[config.mk]
export PLATFORM = sky130hd
export DESIGN_NAME = adder_accumulator
export DESIGN_NICKNAME = d
export VERILOG_FILES = /design/src/rtl/adder_accumulator.sv
export SDC_FILE = /design/constraint.sdc
export NUM_CORES = 1
export LEC_CHECK = 0
export BUFFER_PORTS_ARGS = -buffer_cell sky130_fd_sc_hd__buf_4
export CORE_MARGIN = 2
export CORE_UTILIZATION = 46
export CTS_BUF_LIST = sky130_fd_sc_hd__clkbuf_8
export CTS_CLUSTER_SIZE = 20
export DETAILED_ROUTE_END_ITERATION = 8
export PLACE_DENSITY = 0.79
export SYNTH_ARGS = -nofsm -noshare
export SYNTH_HDL_FRONTEND = slang
export SYNTH_SLANG_ARGS = --single-unit
export TNS_END_PERCENT = 1
[constraint.sdc]
create_clock -name clk -period 3.1 [get_ports clk]
set_input_delay 0.62 -clock clk [delete_from_list [all_inputs] [get_ports clk]]
set_output_delay 0.62 -clock clk [all_outputs]
set_load 0.005 [all_outputs]
[src/rtl/adder_accumulator.sv]
// Frame accumulator: sums DEPTH operands with carry-in on the first beat,
// and holds the result and a sticky carry-out until downstream accepts it.
module adder_accumulator #(
    parameter int N     = 4,
    parameter int DEPTH = 4
) (
    input  logic         clk,
    input  logic         rst,
    input  logic         clear,
    input  logic         cin,
    input  logic [N-1:0] a,
    input  logic         in_valid,
    output logic         in_ready,
    output logic [N-1:0] sum,
    output logic         cout,
    output logic         out_valid,
    input  logic         out_ready
);

    localparam int CW = $clog2(DEPTH + 1);
    localparam logic [CW-1:0] DEPTH_C = CW'(DEPTH);

    typedef enum logic [1:0] {
        IDLE = 2'd0,
        ACC  = 2'd1,
        DONE = 2'd2
    } state_t;

    state_t        state_q, state_d;
    logic [N-1:0]  acc_q, acc_d;
    logic          cout_q, cout_d;
    logic [CW-1:0] cnt_q, cnt_d;

    logic          beat;
    logic [N-1:0]  add_base;
    logic          add_cin;
    logic [N:0]    add_res;
    logic [CW-1:0] cnt_inc;

    assign in_ready  = (state_q != DONE);
    assign out_valid = (state_q == DONE);
    assign sum       = acc_q;
    assign cout      = cout_q;
    assign beat      = in_valid & in_ready;
    assign cnt_inc   = cnt_q + CW'(1);

    // The first beat of a frame starts from zero and takes the carry-in.
    assign add_base = (state_q == IDLE) ? '0 : acc_q;
    assign add_cin  = (state_q == IDLE) ? cin : 1'b0;
    assign add_res  = {1'b0, add_base} + {1'b0, a} + {{N{1'b0}}, add_cin};

    always_comb begin
        state_d = state_q;
        acc_d   = acc_q;
        cout_d  = cout_q;
        cnt_d   = cnt_q;
        if (clear) begin
            state_d = IDLE;
            acc_d   = '0;
            cout_d  = 1'b0;
            cnt_d   = '0;
        end else begin
            unique case (state_q)
                IDLE: begin
                    if (beat) begin
                        acc_d   = add_res[N-1:0];
                        cout_d  = add_res[N];
                        cnt_d   = CW'(1);
                        state_d = (DEPTH == 1) ? DONE : ACC;
                    end
                end
                ACC: begin
                    if (beat) begin
                        acc_d  = add_res[N-1:0];
                        cout_d = cout_q | add_res[N];
                        cnt_d  = cnt_inc;
                        if (cnt_inc == DEPTH_C) begin
                            state_d = DONE;
                        end
                    end
                end
                DONE: begin
                    if (out_ready) begin
                        state_d = IDLE;
                        acc_d   = '0;
                        cout_d  = 1'b0;
                        cnt_d   = '0;
                    end
                end
                default: begin
                    state_d = IDLE;
                    acc_d   = '0;
                    cout_d  = 1'b0;
                    cnt_d   = '0;
                end
            endcase
        end
    end

    always_ff @(posedge clk) begin
        if (rst) begin
            state_q <= IDLE;
            acc_q   <= '0;
            cout_q  <= 1'b0;
            cnt_q   <= '0;
        end else begin
            state_q <= state_d;
            acc_q   <= acc_d;
            cout_q  <= cout_d;
            cnt_q   <= cnt_d;
        end
    end

endmodule

-- Word-level counts from Yosys, hierarchy flattened
Index checks and enable logic that the tools add are counted.
- flip-flop bits (word level): 10
- bits of input ports: 10
- output and inout port bits: 7
- logic and storage cells: 42
- add/subtract/negate cells: 3
- eq/ne operators: 9
- mux-type cells: 18
- bitwise gates (word level): 2
- reductions and logical operators: 6
- operators with widths (operator ; number):
    4-bit 2-to-1 mux ; 3
    3-bit 2-to-1 mux ; 3
    3-bit one-hot mux with 3 select lines ; 1
    2-bit 2-to-1 mux ; 4
    2-bit != test (second input constant) ; 4
    4-bit one-hot mux with 2 select lines ; 1
    2-bit one-hot mux with 3 select lines ; 1
    4-bit by 4-bit adder with 5-bit output ; 1
    5-bit by 1-bit adder with 5-bit output ; 1
    1-bit 2-to-1 mux ; 4
    2-bit by 1-bit != test with 1-bit output (second input constant) ; 2
    4-bit AND reduction ; 1
    2-bit OR reduction ; 2
    3-bit by 1-bit adder with 3-bit output (second input constant) ; 1
    3-bit == test (second input constant) ; 1
    1-bit one-hot mux with 3 select lines ; 1
    3-bit AND reduction ; 1
    2-bit by 1-bit == test with 1-bit output (second input constant) ; 1
    2-bit == test (second input constant) ; 1
    2-bit zero test ; 1
    2-bit AND reduction ; 1
    1-bit AND ; 1
    1-bit bitwise OR ; 1

-- Logic depth before layout (Yosys ltp)
Gate-level depths: netlist of the first run.
- word-level depth: 7
- mapped depth: 9
- depth with buffers taken out: 8

-- Worst setup path before layout of the first run
No wires, ideal clock.
- kind: reg2reg
- start point: reg state_q[0]
- end point: reg cout_q, in the netlist cout
- library setup time: 0.125 ns
- arrival time: 1.746 ns
- data required time: 2.975 ns
- path slack: 1.229 ns
- stages on the path, launching flop included: 10
- path buffers: 1
- clock period less this slack: 1.871 ns
- cells stage by stage: dfxtp_1 clkbuf_1 nor2_1 nand2_1 fa_1 inv_1 fa_1 a21o_1 a21oi_1 o32ai_1
- longest elaborated chain between the ends: 7
- elaborated cells between the ends (all ways): 17
- classes of those cells: add/sub: 2; eq/ne: 6; mux: 5; bitwise: 2; reduce/logical: 2
- RTL lines (what ; RTL line ; source):
    start, declared ; 29 ; state_t state_q, state_d;
    start signal, assigned ; 107 ; state_q <= state_d;
    2-bit zero test ; 48, 49, 63 ;
    4-bit 2-to-1 mux ; 48 ; assign add_base = (state_q == IDLE) ? '0 : acc_q;
    4-bit by 4-bit adder with 5-bit output ; 50 ; assign add_res = {1'b0, add_base} + {1'b0, a} + {{N{1'b0}}, add_cin};
    5-bit by 1-bit adder with 5-bit output ; 50 ;
    1-bit bitwise OR ; 75 ; cout_d = cout_q | add_res[N];
    1-bit 2-to-1 mux ; 73 ; if (beat) begin
    1-bit one-hot mux with 3 select lines ; 63 ; unique case (state_q)
    end signal, assigned ; 109 ; cout_q <= cout_d;
    end, declared ; 31 ; logic cout_q, cout_d;
Several ways; a longest one is shown, not always the timed one. The select of a mux whose other input is x is not followed.
A chain may end at the register's enable or synchronous reset.

-- Worst setup path after layout of the first run
Ends and elaborated chain as after synthesis.

==> results of run 1 <==
## power breakdown
| part | internal (uW) | switching (uW) |
|---|---|---|
| logic | 20.2 | 19.2 |
| registers | 132 | 3.83 |
| clock network | 112 | 50.1 |
| total | 264 | 73.1 |
## flip-flops by register name (all words and copies together), names as in the netlist
name	flops
cout	1
sum	4
cnt_q	3
state_q	2
## layout make-up
| class | count | area, sq um |
|---|---|---|
| Tap cell | 15 | 18.77 |
| Fill cell | 121 | 500.5 |
| Inverter | 6 | 22.52 |
| Timing Repair Buffer | 16 | 120.1 |
| Clock buffer | 4 | 55.05 |
| Sequential cell | 10 | 200.2 |
| Multi-Input combinational cell | 57 | 400.4 |
## per-stage QoR
step                      hold WS [ps]  utilization, %  total power, uW  setup slack, ps
after global routing             496.0           62.01            352.6            900.0
final                            471.6           62.01            337.2             1116
after global placement           462.0           57.83            176.4             1147
after detailed placement         457.7           57.83            178.2             1117
after floorplan                  447.0               -            160.9             1229
after CTS                        473.0           62.01            341.2             1108
## worst max-delay path, stage by stage (launching register included)
cell and delay [ps]:
sky130_fd_sc_hd__dfxtp_1 550, sky130_fd_sc_hd__nor2_1 160, sky130_fd_sc_hd__nand2_1 110, sky130_fd_sc_hd__fa_1 190, sky130_fd_sc_hd__inv_1 50, sky130_fd_sc_hd__fa_1 390, sky130_fd_sc_hd__a21o_1 170, sky130_fd_sc_hd__a21oi_1 140
sky130_fd_sc_hd__o32ai_1 90
## cell usage in the layout, fill, tap and decap left out, types with 2 or more instances in the layout
master                     synthesis  routed
sky130_fd_sc_hd__clkbuf_8          0       4
sky130_fd_sc_hd__fa_1              2       2
sky130_fd_sc_hd__nand4_1           3       3
sky130_fd_sc_hd__inv_1             6       6
sky130_fd_sc_hd__nand3_1           5       5
sky130_fd_sc_hd__buf_4             1      16
sky130_fd_sc_hd__o21ai_0           8       8
sky130_fd_sc_hd__nor2_1            4       4
sky130_fd_sc_hd__a21oi_1           9       9
sky130_fd_sc_hd__nor2b_1           3       3
sky130_fd_sc_hd__nand2_1           3       3
sky130_fd_sc_hd__dfxtp_1          10      10
sky130_fd_sc_hd__ha_1              5       5
sky130_fd_sc_hd__nand2b_1          3       3
## cell usage after synthesis
master / instances
sky130_fd_sc_hd__o32ai_1: 1
sky130_fd_sc_hd__nor3b_4: 1
sky130_fd_sc_hd__nor3_1: 1
sky130_fd_sc_hd__nand3b_1: 1
sky130_fd_sc_hd__buf_4: 1
sky130_fd_sc_hd__fa_1: 2
sky130_fd_sc_hd__or3_1: 1
sky130_fd_sc_hd__xor2_1: 1
sky130_fd_sc_hd__a41oi_1: 1
sky130_fd_sc_hd__nor4b_1: 1
sky130_fd_sc_hd__a2111o_1: 1
sky130_fd_sc_hd__o211ai_1: 1
sky130_fd_sc_hd__nand2b_1: 3
sky130_fd_sc_hd__ha_1: 5
sky130_fd_sc_hd__buf_2: 1
sky130_fd_sc_hd__nor2_1: 4
sky130_fd_sc_hd__buf_6: 1
sky130_fd_sc_hd__a21oi_1: 9
sky130_fd_sc_hd__nor2b_1: 3
sky130_fd_sc_hd__clkbuf_1: 1
sky130_fd_sc_hd__dfxtp_1: 10
sky130_fd_sc_hd__or2_1: 1
sky130_fd_sc_hd__a21o_1: 1
sky130_fd_sc_hd__inv_1: 6
sky130_fd_sc_hd__o21ai_0: 8
sky130_fd_sc_hd__nand4_1: 3
sky130_fd_sc_hd__nand3_1: 5
sky130_fd_sc_hd__nand2_1: 3
## how the worst max path moves through the flow
| stage | startpoint | endpoint | slack, ps | depth (start not counted) |
|---|---|---|---|---|
| 3_3_place_gp | a[0] | cout$_SDFFE_PP0P_ | 1150 | 8 |
| 6_report | state_q[0]$_SDFFE_PP0P_ | cout$_SDFFE_PP0P_ | 1120 | 8 |
| 5_1_grt | state_q[0]$_SDFFE_PP0P_ | cout$_SDFFE_PP0P_ | 900 | 8 |
| 2_1_floorplan | state_q[0]$_SDFFE_PP0P_ | cout$_SDFFE_PP0P_ | 1230 | 9 |
| 4_1_cts | state_q[0]$_SDFFE_PP0P_ | cout$_SDFFE_PP0P_ | 1110 | 8 |
| 3_5_place_dp | state_q[0]$_SDFFE_PP0P_ | cout$_SDFFE_PP0P_ | 1120 | 8 |
## cell families after synthesis
| group | count (synthesis) | share of synthesized area (%) |
|---|---|---|
| buffers and inverters | 10 | 7.691 |
| AOI/OAI and AO/OA | 22 | 19.81 |
| and+or+nand+nor | 27 | 24.62 |
| adders and majority gates | 7 | 15.77 |
| DFF | 10 | 30.77 |
| xor gates and xnor gates | 1 | 1.346 |
## routing by layer
layer	track usage, %	part of all wire, %	wire length [microns]	vias up
met1	23.66	42	575	285
met3	6.087	8.2	112	4
met4	8.387	1.9	26	0
li1	-	-	-	303
met5	0	0	0	-
met2	24.38	48	650	32
==> summary by stage, run 1 <==
Status
The run finished with clean final reports.

Cells and area
The area added between synthesis and finish is 25.58%. The final layout contains 111 nets. The number of inserted diodes is 0. In the final layout, the share of cells above drive strength 1 is a little under a quarter. After the flow finishes, the layout carries non-filler instances totaling 108. The final instance area is 817.0 sq um.

Min path
The worst hold path terminates at cout$_SDFFE_PP0P_. The startpoint of the most critical hold path is cout$_SDFFE_PP0P_. The worst hold path class is flip-flop to flip-flop. The worst hold path passes through 2 cells.

Drt
The post-detailed-routing wire length is 1364 microns. For this block, the initial DRC count from the detailed router was 19. The ratio of routed vias to standard cells is ~5.8. The count of TritonRoute iterations in the first routing pass is 4. The count of unresolved DRC violations after routing is 0. Dividing the detail-routed wire length by the instance count gives 12.63 microns. The count of nets left with antenna violations once routing finished came out at 0. Detailed routing inserted a total of ~620 vias.

Setup path
STA classifies the critical path endpoint as a flip-flop. The worst setup path is launched from a flip-flop. For the worst setup path, the data required time is 3210 ps.

The maximum fanout encountered on the critical timing path is 11. The worst register-to-register path begins at state_q[0]$_SDFFE_PP0P_. The length in cells of the worst reg-to-reg path is 8. The worst setup path is of the flip-flop to flip-flop kind. Data arrives at the worst endpoint at 2090 ps.

The critical register-to-register path endpoint is cout$_SDFFE_PP0P_. The slack of the worst reg-to-reg path is 1120 ps.

Global routing
The number of global-route vias before repair was 548. Global routing finished with a remaining overflow of 0. Global routing consumed, over all layers together, 17.43% of the routing resources.

The number of antenna violations at the first check in global routing is 0. The first global-routing pass estimated 2359 microns of wire. Entering global routing, the biggest net connects 13 pins.

Synth
The synthesized netlist contains 28 unique library cells. In the post-synthesis netlist, the biggest area contributors are sky130_fd_sc_hd__dfxtp_1 31%, sky130_fd_sc_hd__ha_1 9.6%, sky130_fd_sc_hd__a21oi_1 6.9%. The number of synthesized register bits is 10. The synthesized netlist occupies a cell area of between 600 and 700 sq um.

The number of nets in the synthesized netlist is 94. The number of warnings issued by yosys is 0. The post-synthesis average cell area is between 8 and 9 sq um.

The area fraction of the dominant cell type after synthesis is 30.77%. For this run, the register share of the synthesized area comes to between 30 and 40%. Synthesis produced a netlist whose cell count is 77. The biggest area contributor in the post-synthesis netlist is sky130_fd_sc_hd__dfxtp_1.

Floorplanning
The initial utilization of the core area, before any placement, comes to 49.38%. The area inside the core boundary is 1318 sq um. The floorplan step set the die width to about 42 microns.

After floorplanning, the core was divided into 13 placement rows. The number of top-level pins is 17. The height of the die is 41.61 microns. The die covers roughly 1700 sq um.

Timing
The post-route clock period utilization is ~64%. The final setup TNS is 0 ps. Headroom to the max-slew limit came out at 68.19%. For the pin with the worst max-slew slack, the measured transition is 475.4 ps.

The count of final hold-check violations is 0. The worst clock skew on the final layout is 3.421 ps. The count of final max-slew check failures is 0.

Setup repair after global routing left no endpoint under its margin. The total setup violations reported at the end of the flow is 0. The routed design could run at a clock period as short as a little under 2000 ps. Static timing analysis puts the maximum clock frequency at 504.0 MHz.

Clock tree
In this run, post-CTS hold repair placed 0 buffers. CTS placed an instance of sky130_fd_sc_hd__clkbuf_8 at the clock tree root. TritonCTS built the clock tree. The post-CTS clock slew at the launch and capture registers of the worst setup and hold paths is 50 ps. The number of cells upsized or downsized after cts is 0. In this run the number of H-tree levels came out at 1. The clock latency on the worst-skew pair is about 230 ps. Buffers added to address setup during post-CTS repair amount to 0. No sink is reached through more buffers than the 2 on the longest clock path. The total number of clock tree sinks is 10. The number of buffers added by the clock tree synthesis step is 3.

Placed design
The detailed placer's ending HPWL is 1026 microns. The final weighted congestion in routability-driven placement is around 0.76. Including well taps, the total number of placed cells is approximately 100. After detailed placement, the total cell area comes to 762.0 sq um.

The number of buffers inserted by port buffering is 16.

Pwr
The total power density per cell area is 412.7 nW/um^2. The largest vdd supply drop is 0.0002463 V. The leakage power is roughly 0.00036 uW.

Job
Max-cap violations in this run came to 0.
(Power assumes the default switching activity.)
==> run 2, diff against run 1 <==
- PLACE_DENSITY: 0.79 -> 0.82
- clock period: 3.1 -> 1.7 ns (I/O delays scaled with it)
==> summary by stage, run 2 (synthesized netlist as in run 1, its figures left out) <==
Clock tree
The longest clock path from root to sink contains 2 buffers. The clock tree from TritonCTS is yes. The count of H-tree levels built during CTS is 1. After clock tree synthesis, the clock-pin slew on the worst setup and hold paths is about 50 ps. The clock latency on the worst-skew pair is roughly 230 ps. The total number of clock tree sinks is 10. TritonCTS created 3 clock buffers.

The clock tree root buffer cell is sky130_fd_sc_hd__clkbuf_8.

Pwr
Power comes to 619.2 uW. The leakage power is 0.0003807 uW. For this design the ratio of total power to cell area is slightly above 700 nW/um^2.

The largest vdd supply drop is 0.0004904 V.

Setup path
The cell family contributing the most delay on the critical path is adder cells. The critical path is of the flip-flop to flip-flop type. The critical register-to-register path endpoint is sum[1]$_SDFFE_PP0P_. In this run the worst path has a maximum fanout of 3. STA puts the critical path data arrival time at 1750 ps. Among the stages of the critical path, the cell type that occurs most often is sky130_fd_sc_hd__fa_2. The worst reg2reg path startpoint is state_q[0]$_SDFFE_PP0P_. STA classifies the critical path endpoint as a flip-flop.

The cell type of the slowest stage on the worst timing path is sky130_fd_sc_hd__fa_2. The startpoint type of the worst setup path is a flip-flop. The source of the critical timing path is state_q[0]$_SDFFE_PP0P_. Following the worst setup path forward leads to its endpoint at sum[1]$_SDFFE_PP0P_. The critical path crosses 7 cells after its start point. The slack of the worst reg-to-reg path is 60 ps. Together, buffers and inverters on the worst path number 1. The required time of the worst setup path is 1810 ps. The critical path goes through nor2_4, nand2_1, fa_2, inv_1, fa_2, nand3_1, a21oi_1. On the worst path, the slowest cell contributes a delay of 430 ps. The length in cells of the worst reg-to-reg path is 7.

Drt
The count of unresolved DRC violations after routing is 0. The post-detailed-routing wire length is 1306 microns. The total number of vias is 600. The average wire per cell in the routed design is 11.77 microns. After the first detailed-routing iteration, the DRC count stood at 11.

Dividing the detail-routed via count by the number of cells gives 5.405. Once detail routing completed, the nets flagged for antenna violations numbered 0. The pre-antenna-repair detailed-routing pass consisted of 5 iterations.

Placed design
Detailed placement ended at an HPWL of 1039 microns. Input and output buffers added on the ports amount to 16. The final weighted congestion in routability-driven placement is 0.7759. In this run the cell area measured after placement is about 800 sq um.

Job
Max-cap violations in this run came to 0.

Floorplanning
The core region is 1318 sq um. The number of top-level pins is 17. The height of the die is about 42 microns.

For this configuration, the core starts out at a cell density of 49.38%. The die covers 1731 sq um. In this run the horizontal extent of the chip is 41.61 microns. After floorplanning, the core was divided into 13 placement rows.

Cells and area
The register with the most flip-flops in the layout has 4 of them. The library cell used most frequently in the layout, excluding fill and tap cells, is sky130_fd_sc_hd__buf_4. The final instance area is about 860 sq um. The number of inserted diodes is 0.

The area added between synthesis and finish is 32.31%. Cells fill 65.34% of the core in the end. Leaving out fill and tap cells, the most frequent cells in the layout are 19 x sky130_fd_sc_hd__buf_4, 9 x sky130_fd_sc_hd__a21oi_1, 8 x sky130_fd_sc_hd__dfxtp_1, 7 x sky130_fd_sc_hd__o21ai_0, 6 x sky130_fd_sc_hd__inv_1.

In the final design database the tool counted 114 nets. Fill cells in the final layout number 122. In the final layout, the share of cells above drive strength 1 is 32.29%.

Global routing
Entering global routing, the biggest net connects 13 pins. The number of antenna violations at the first check in global routing is 0. The number of global-route vias before repair is approximately 590. Across every metal layer, demand over resource in global routing totals roughly 17%. The global-route wire length before repair is 2352 microns. The residual overflow from global routing is 0.

Min path
The startpoint of the most critical hold path is rst. The worst hold path class is input port to flip-flop.

Timing
The time the final worst path needs with I/O delays and setup is 1643 ps. The worst slew slack as a fraction of its limit is 68.45%. The pin slew with the least headroom to its limit is 471.5 ps. After routing, the total negative slack on setup checks comes to 0 ps. The maximum achievable frequency is 608.7 MHz. The count of final max-slew check failures is 0. The total setup violations reported at the end of the flow is 0. The worst path uses 96.63% of the clock period. The worst clock skew on the final layout is about 4.3 ps. Setup repair after global routing could not meet its margin everywhere.

The count of final hold-check violations is 0.

Status
The flow ran to the end, and the final reports show no timing, DRC or antenna violations.
==> run 2: cell count changes in the layout (fill, tap and decap cells not counted), moves of 2 or more <==
cell and change:
sky130_fd_sc_hd__dfxtp_1 -2, sky130_fd_sc_hd__fa_2 +2, sky130_fd_sc_hd__dfxtp_2 +2, sky130_fd_sc_hd__fa_1 -2
sky130_fd_sc_hd__buf_4 +3
==> run 2: timing repair <==
action                     in CTS  in global routing
hold buffers                    0                  0
resized for setup               1                  2
pin swaps                       0                  1
setup buffers                   0                  0
setup endpoints to repair       1                  3
==> run 2: worst min path at each step <==
stage                            end  slack (ps)  cells after the start
6_report           cout$_SDFFE_PP0P_         400                      4
5_1_grt            cout$_SDFFE_PP0P_         420                      4
4_1_cts            cout$_SDFFE_PP0P_         390                      4
3_5_place_dp       cout$_SDFFE_PP0P_         460                      2
3_3_place_gp   cnt_q[2]$_SDFFE_PP0P_         460                      2
2_1_floorplan  cnt_q[2]$_SDFFE_PP0P_         450                      2
==> run 2: routing by layer <==
metal,share of wire (%),global-route usage [%]
met2,48,29.06
met3,7.1,5.652
met1,45,20.48
met4,0,5.806
met5,0,0
==> run 2: stage by stage <==
stage,cells,setup WS (ps),hold slack (ps)
after floorplan,77,-15.84,447.0
after global placement,107,36.16,464.5
after detailed placement,107,-14.87,463.6
after CTS,111,8.015,394.4
after global routing,111,-13.84,419.7
final,111,57.28,399.5
==> run 2: area by class of cell <==
class | count | area [sq um] | share of cell area (%)
Tap cell | 15 | 18.77 | 2.180
Sequential cell | 10 | 202.7 | 23.55
Timing Repair Buffer | 19 | 142.6 | 16.57
Inverter | 6 | 22.52 | 2.616
Multi-Input combinational cell | 57 | 419.2 | 48.69
Clock buffer | 4 | 55.05 | 6.395
==> run 2: power breakdown <==
part | switching [uW] | leakage (uW) | internal (uW) | total [uW]
Sequential | 5.30 | 0.0000821 | 242 | 247
Clock | 89.9 | 0.0000288 | 203 | 293
Combinational | 38.2 | 0.000270 | 41.0 | 79.2
==> run 2: worst reg2reg max path, stage by stage, from the launching register on <==
cell                      delay, ps
sky130_fd_sc_hd__dfxtp_2        340
sky130_fd_sc_hd__nor2_4         120
sky130_fd_sc_hd__nand2_1         70
sky130_fd_sc_hd__fa_2           330
sky130_fd_sc_hd__inv_1           70
sky130_fd_sc_hd__fa_2           430
sky130_fd_sc_hd__nand3_1         90
sky130_fd_sc_hd__a21oi_1         60
